<file path="config.mk">
export PLATFORM = sky130hd
export DESIGN_NAME = instr_fetch
export DESIGN_NICKNAME = d
export VERILOG_FILES = /design/src/rtl/instr_fetch.sv
export SDC_FILE = /design/constraint.sdc
export NUM_CORES = 1
export LEC_CHECK = 0
export CORE_MARGIN = 2
export CORE_UTILIZATION = 51
export DETAILED_ROUTE_END_ITERATION = 10
export PLACE_DENSITY = 0.8
export SYNTH_ARGS = -nofsm -noshare
export SYNTH_HDL_FRONTEND = slang
export SYNTH_SLANG_ARGS = --single-unit
export TNS_END_PERCENT = 5
</file>
<file path="constraint.sdc">
create_clock -name clk -period 2.6 [get_ports clk]
set_input_delay 0.78 -clock clk [delete_from_list [all_inputs] [get_ports clk]]
set_output_delay 0.78 -clock clk [all_outputs]
set_load 0.01 [all_outputs]
</file>
<file path="src/rtl/instr_fetch.sv">
// Single-outstanding instruction fetch unit.
// Walks the PC, fetches one word at a time over a req/ack handshake, hands
// each word to decode over valid/ready, and resolves 'j' locally. A redirect
// from downstream discards in-flight or held work and restarts the fetch.
module instr_fetch #(
  parameter logic [31:0] RESET_PC = 32'h0000_0000
) (
  input  logic        clk,
  input  logic        rst,
  output logic        imem_req,
  output logic [31:0] imem_addr,
  input  logic        imem_ack,
  input  logic [31:0] imem_rdata,
  output logic        instr_valid,
  input  logic        instr_ready,
  output logic [31:0] instr,
  output logic [31:0] instr_pc4,
  input  logic        redirect,
  input  logic [31:0] redirect_pc,
  output logic [31:0] fetch_count
);

  typedef enum logic [1:0] {
    IDLE  = 2'd0,
    REQ   = 2'd1,
    HOLD  = 2'd2,
    DRAIN = 2'd3
  } state_t;

  localparam logic [5:0] OP_J = 6'b00_0010;

  // Target of a 'j': the region bits come from the address after the jump.
  function automatic logic [31:0] jump_target(input logic [31:0] pc4,
                                              input logic [31:0] word);
    return {pc4[31:28], word[25:0], 2'b00};
  endfunction

  state_t      state_r, state_s;
  logic [31:0] addr_r, addr_s;        // address of the current/next request
  logic [31:0] next_pc_r, next_pc_s;  // fetch address following the held word
  logic [31:0] save_pc_r, save_pc_s;  // redirect target parked during DRAIN
  logic [31:0] instr_r, instr_s;
  logic [31:0] pc4_r, pc4_s;
  logic [31:0] count_r, count_s;
  logic        req_r, valid_r;
  logic [31:0] redirect_addr_s;
  logic [31:0] fetch_pc4_s;
  logic        unused_s;

  // Low address bits of a redirect are forced to zero to keep fetches aligned.
  assign redirect_addr_s = {redirect_pc[31:2], 2'b00};
  assign fetch_pc4_s     = addr_r + 32'd4;
  assign unused_s        = ^redirect_pc[1:0];

  // Next-state and datapath update; redirect takes priority in every state.
  always_comb begin
    state_s   = state_r;
    addr_s    = addr_r;
    next_pc_s = next_pc_r;
    save_pc_s = save_pc_r;
    instr_s   = instr_r;
    pc4_s     = pc4_r;
    count_s   = count_r;
    case (state_r)
      IDLE: begin
        state_s = REQ;
        if (redirect) begin
          addr_s = redirect_addr_s;
        end else begin
          addr_s = RESET_PC;
        end
      end
      REQ: begin
        if (redirect) begin
          if (imem_ack) begin
            // Returning word is dropped; restart straight away.
            state_s = REQ;
            addr_s  = redirect_addr_s;
          end else begin
            // Request still outstanding: let it finish before restarting.
            state_s   = DRAIN;
            save_pc_s = redirect_addr_s;
          end
        end else if (imem_ack) begin
          state_s = HOLD;
          instr_s = imem_rdata;
          pc4_s   = fetch_pc4_s;
          if (imem_rdata[31:26] == OP_J) begin
            next_pc_s = jump_target(fetch_pc4_s, imem_rdata);
          end else begin
            next_pc_s = fetch_pc4_s;
          end
        end else begin
          state_s = REQ;
        end
      end
      HOLD: begin
        if (redirect) begin
          state_s = REQ;
          addr_s  = redirect_addr_s;
        end else if (instr_ready) begin
          state_s = REQ;
          addr_s  = next_pc_r;
          count_s = count_r + 32'd1;
        end else begin
          state_s = HOLD;
        end
      end
      DRAIN: begin
        if (redirect) begin
          save_pc_s = redirect_addr_s;
        end else begin
          save_pc_s = save_pc_r;
        end
        if (imem_ack) begin
          state_s = REQ;
          if (redirect) begin
            addr_s = redirect_addr_s;
          end else begin
            addr_s = save_pc_r;
          end
        end else begin
          state_s = DRAIN;
        end
      end
      default: begin
        state_s = IDLE;
      end
    endcase
  end

  // State and output registers; outputs are decoded from the next state.
  always_ff @(posedge clk) begin
    if (rst) begin
      state_r   <= IDLE;
      addr_r    <= RESET_PC;
      next_pc_r <= RESET_PC;
      save_pc_r <= RESET_PC;
      instr_r   <= 32'd0;
      pc4_r     <= 32'd0;
      count_r   <= 32'd0;
      req_r     <= 1'b0;
      valid_r   <= 1'b0;
    end else begin
      state_r   <= state_s;
      addr_r    <= addr_s;
      next_pc_r <= next_pc_s;
      save_pc_r <= save_pc_s;
      instr_r   <= instr_s;
      pc4_r     <= pc4_s;
      count_r   <= count_s;
      req_r     <= (state_s == REQ) || (state_s == DRAIN);
      valid_r   <= (state_s == HOLD);
    end
  end

  assign imem_req    = req_r;
  assign imem_addr   = addr_r;
  assign instr_valid = valid_r;
  assign instr       = instr_r;
  assign instr_pc4   = pc4_r;
  assign fetch_count = count_r;

endmodule

</file>
==> run summary, run 1 <==
remaining global-route overflow: 0
CTS Root Buffer Type: clkbuf_16
Avg WL per Cell: 19.01 um
net load switching power: 0.001912 W
area overhead of the layout relative to synthesis: 33.33%
proportion of layout cells with a drive suffix above 1: 9.836%
post-CTS setup-driven buffer insertion count: 0
Syn Inst Count: 1143
delay of the slowest cell on the worst path: 0.63 ns
largest net degree at the start of global routing: 79
synthesized area: 0.009129 mm^2
remaining antenna violation count: 0
core area: 0.01742 mm^2
CTS sink cnt: 191
Area after DPL: 0.01158 mm^2
final non-filler cell total: 1567
share of synthesized registers carrying an async set or reset: 0%
Min-Delay Endpoint: instr[24]$_SDFFE_PP0P_
number of enable-type register cells in the synthesized netlist: 0
area leader, netlist: dfxtp_1
Die Height: 137.8 um
library cells used by synthesis: 64
source of the worst hold timing path: instr[24]$_SDFFE_PP0P_
gp weighted congestion: 0.9183
final critical delay including setup and external delays: 2.451 ns
number of buffers on the longest clock path: 2
number of endpoints with negative hold slack in the final report: 0
transition time at the pin with the least slew margin: 0.6654 ns
count of buffers from port buffering: 196
Area contributors post-synth: dfxtp_1 (42%), a21oi_1 (8.4%), nand2_1 (7.3%)
terminus of the critical flop-to-flop path: instr_pc4[22]$_SDFFE_PP0P_
FF-to-FF Start: imem_addr[2]$_SDFFE_PP0P_
post-detailed-routing wire length: 29790 um
number of cells on the worst hold path: 2
number of buffers created by CTS: 17
Net count, final: 1402
sequential fraction of design power: 46.7%
number of antenna cells inserted: 0
syn_area_per_cell: 7.987 um^2
synthesis warning total: 0
LEAKAGE: 4.189 nW
HP Class: reg2reg
Worst-Skew Late Latency: 0.44 ns
cells along the critical path: clkdlybuf4s50_1
sequential share of the synthesized area: 41.89%
most used flip-flop cell after synthesis: dfxtp_1
Setup Skew: 0.005437 ns
H-tree depth: 4
clock transition at the register clock pins on the worst setup and hold paths after CTS: 0.07 ns
number of antenna violations at the first check in global routing: 0
count of unresolved DRC violations after routing: 0
Setup CP Type: reg2out
final HPWL from detailed placement: 20410 um
required time of the critical path: 1.82 ns
final slew viol count: 0
Sequential Area: 0.003825 mm^2
Tot Pwr: 0.006801 W
TritonCTS clock tree: built
number of max-capacitance violations reported: 0
Vias per Instance: 6.150
RSZ-0062 raised after global routing: no
total of fill cells in the finished design: 1380
GR Util All Layers: 31.35%
initial core utilization: 52.41%
Worst IR Drop VDD: 509.8 uV
count of final setup violators: 0
slowest CP cell: clkdlybuf4s50_1
outcome: completed
timing-limited maximum frequency: 407.9 MHz
fraction of power spent switching nets: 28.12%
Crit. End Element: output port
vias in the first global route: 8676
Arr. time, crit path: 1.67 ns
post-layout instance area: 0.01217 mm^2
wire length of the first global-routing pass: 46410 um
total vias in the final route: 9637
Synth Net Count: 1216
CP startpoint kind: flip-flop
TritonRoute pass-1 iters: 6
Slew Limit Headroom: 55.23%
row count: 48
#FFs+latches synth: 191
clock network fraction of design power: 38.9%
internal power: 0.004889 W
count of buffer and inverter cells on the critical path: 1
IO Count: 199
area occupied by multi-input gates: 0.004811 mm^2
PD cells: 558.8 mW/mm^2
post-synth top area share: 41.89%
Max Fanout on Critical Path: 12
worst r2r path cells: 5
portion of the clock cycle consumed by the worst path in the final layout: 94.29%
DIE AREA: 0.01899 mm^2
Reg2Reg Setup Slack: 0.41 ns
post_cts resized: 0
Inst Count DP: 1535
starting DRC count in detailed routing: 1009
Crit path depth: 1
category of cells accounting for the largest share of critical-path delay: buffers and inverters
hold bufs inserted after CTS: 0
part of the total power dissipated in combinational logic: 14.4%
x dimension of the die: 137.8 um
-- cell usage after synthesis, drive strengths merged (17+ instances only) --
library cell  instances
buf                  38
a211oi               34
mux2i                34
nor4                 18
a21oi               154
nand4                34
clkbuf               67
nand2               177
nand3                51
o21ai                29
or4                  17
nor2                 86
dfxtp               191
nor3                 23
-- through the flow --
step / worst slack, ns / util, % / hold WS [ns] / setup TNS [ns]
2_1_floorplan: 0.3426 / - / 0.4312 / 0
3_3_place_gp: -0.1244 / 66.49 / 0.4377 / -3.949
3_5_place_dp: -0.1469 / 66.49 / 0.4457 / -5.301
4_1_cts: 0.1555 / 69.89 / 0.4555 / 0
5_1_grt: 0.07926 / 69.89 / 0.4741 / 0
6_report: 0.1485 / 69.89 / 0.4538 / 0
-- power by group through the flow --
stage / clock, W / sequential, W / combinational, W
floorplan: 0 / 0.00323 / 0.000445
detailed placement: 0 / 0.00324 / 0.000960
CTS: 0.00265 / 0.00317 / 0.000967
global placement: 0 / 0.00324 / 0.000943
finish: 0.00265 / 0.00318 / 0.000976
global route: 0.00278 / 0.00319 / 0.00104
-- flip-flops by register name, summed over array words and instances (netlist names) --
register     flops
fetch_count     32
imem_addr       32
instr           32
instr_pc4       28
instr_valid      1
next_pc_r       32
save_pc_r       32
state_r          2
-- layout by cell type, fill, tap and decap left out, types with 4 or more instances in the layout --
master	n
o31ai_1	13
a21o_1	10
ha_1	4
mux2_2	9
a211oi_1	34
inv_1	12
buf_12	7
o311ai_0	4
clkbuf_16	17
clkinv_4	4
or4b_1	4
clkdlybuf4s50_1	195
buf_4	70
and3_1	9
nand4_1	34
nor2b_1	11
o2111ai_1	6
xnor2_1	7
nor4_1	16
o21ai_0	29
nor3_1	23
a311oi_1	5
o211ai_1	5
and4_1	14
a31oi_1	10
xor2_1	10
a21oi_1	154
nand2_1	177
o32ai_1	4
nor2_1	85
nand3_1	50
or3_1	12
dfxtp_1	190
mux2i_1	34
a2bb2oi_1	5
nand4b_1	4
or4_1	16
-- kinds of logic (layout without fill, tap and decap cells) --
family | Yosys count | after routing | synth area share (%)
fa+ha+maj | 4 | 4 | 0.5483
compound gates | 297 | 297 | 19.76
simple gates | 474 | 474 | 25.78
mux | 43 | 43 | 4.838
flops | 191 | 191 | 41.89
xor+xnor | 17 | 17 | 1.631
buf+inv | 117 | 316 | 5.551
-- layout make-up --
type	instances	area share, %
inverters	12	0.3701
flip-flops and latches	191	31.42
multi-input cells	835	39.52
clock inverters	14	1.254
clock buffers	18	3.608
well taps	225	2.313
repair buffers	272	21.50
-- routing by layer --
| layer | track usage, % | wire length, um |
|---|---|---|
| met5 | 0 | 0 |
| met4 | 10.37 | 697 |
| met3 | 6.144 | 2658 |
| met2 | 49.47 | 13750 |
| met1 | 43.05 | 12680 |
-- worst max-delay path by stage --
stage	start	to
2_1_floorplan	redirect	fetch_count[24]$_SDFFE_PP0P_
3_3_place_gp	instr_ready	fetch_count[28]$_SDFFE_PP0P_
3_5_place_dp	redirect	next_pc_r[24]$_SDFFE_PP0P_
4_1_cts	imem_addr[19]$_SDFFE_PP0P_	imem_addr[19]
5_1_grt	imem_addr[19]$_SDFFE_PP0P_	imem_addr[19]
6_report	imem_addr[19]$_SDFFE_PP0P_	imem_addr[19]
No activity file was read; power rests on OpenSTA's default activity.
==> inputs of run 2 (changes only) <==
- CTS_CLUSTER_SIZE: default -> 20
==> results of run 2 <==
The final DEF is identical to that of run 1; final timing and power are the same.
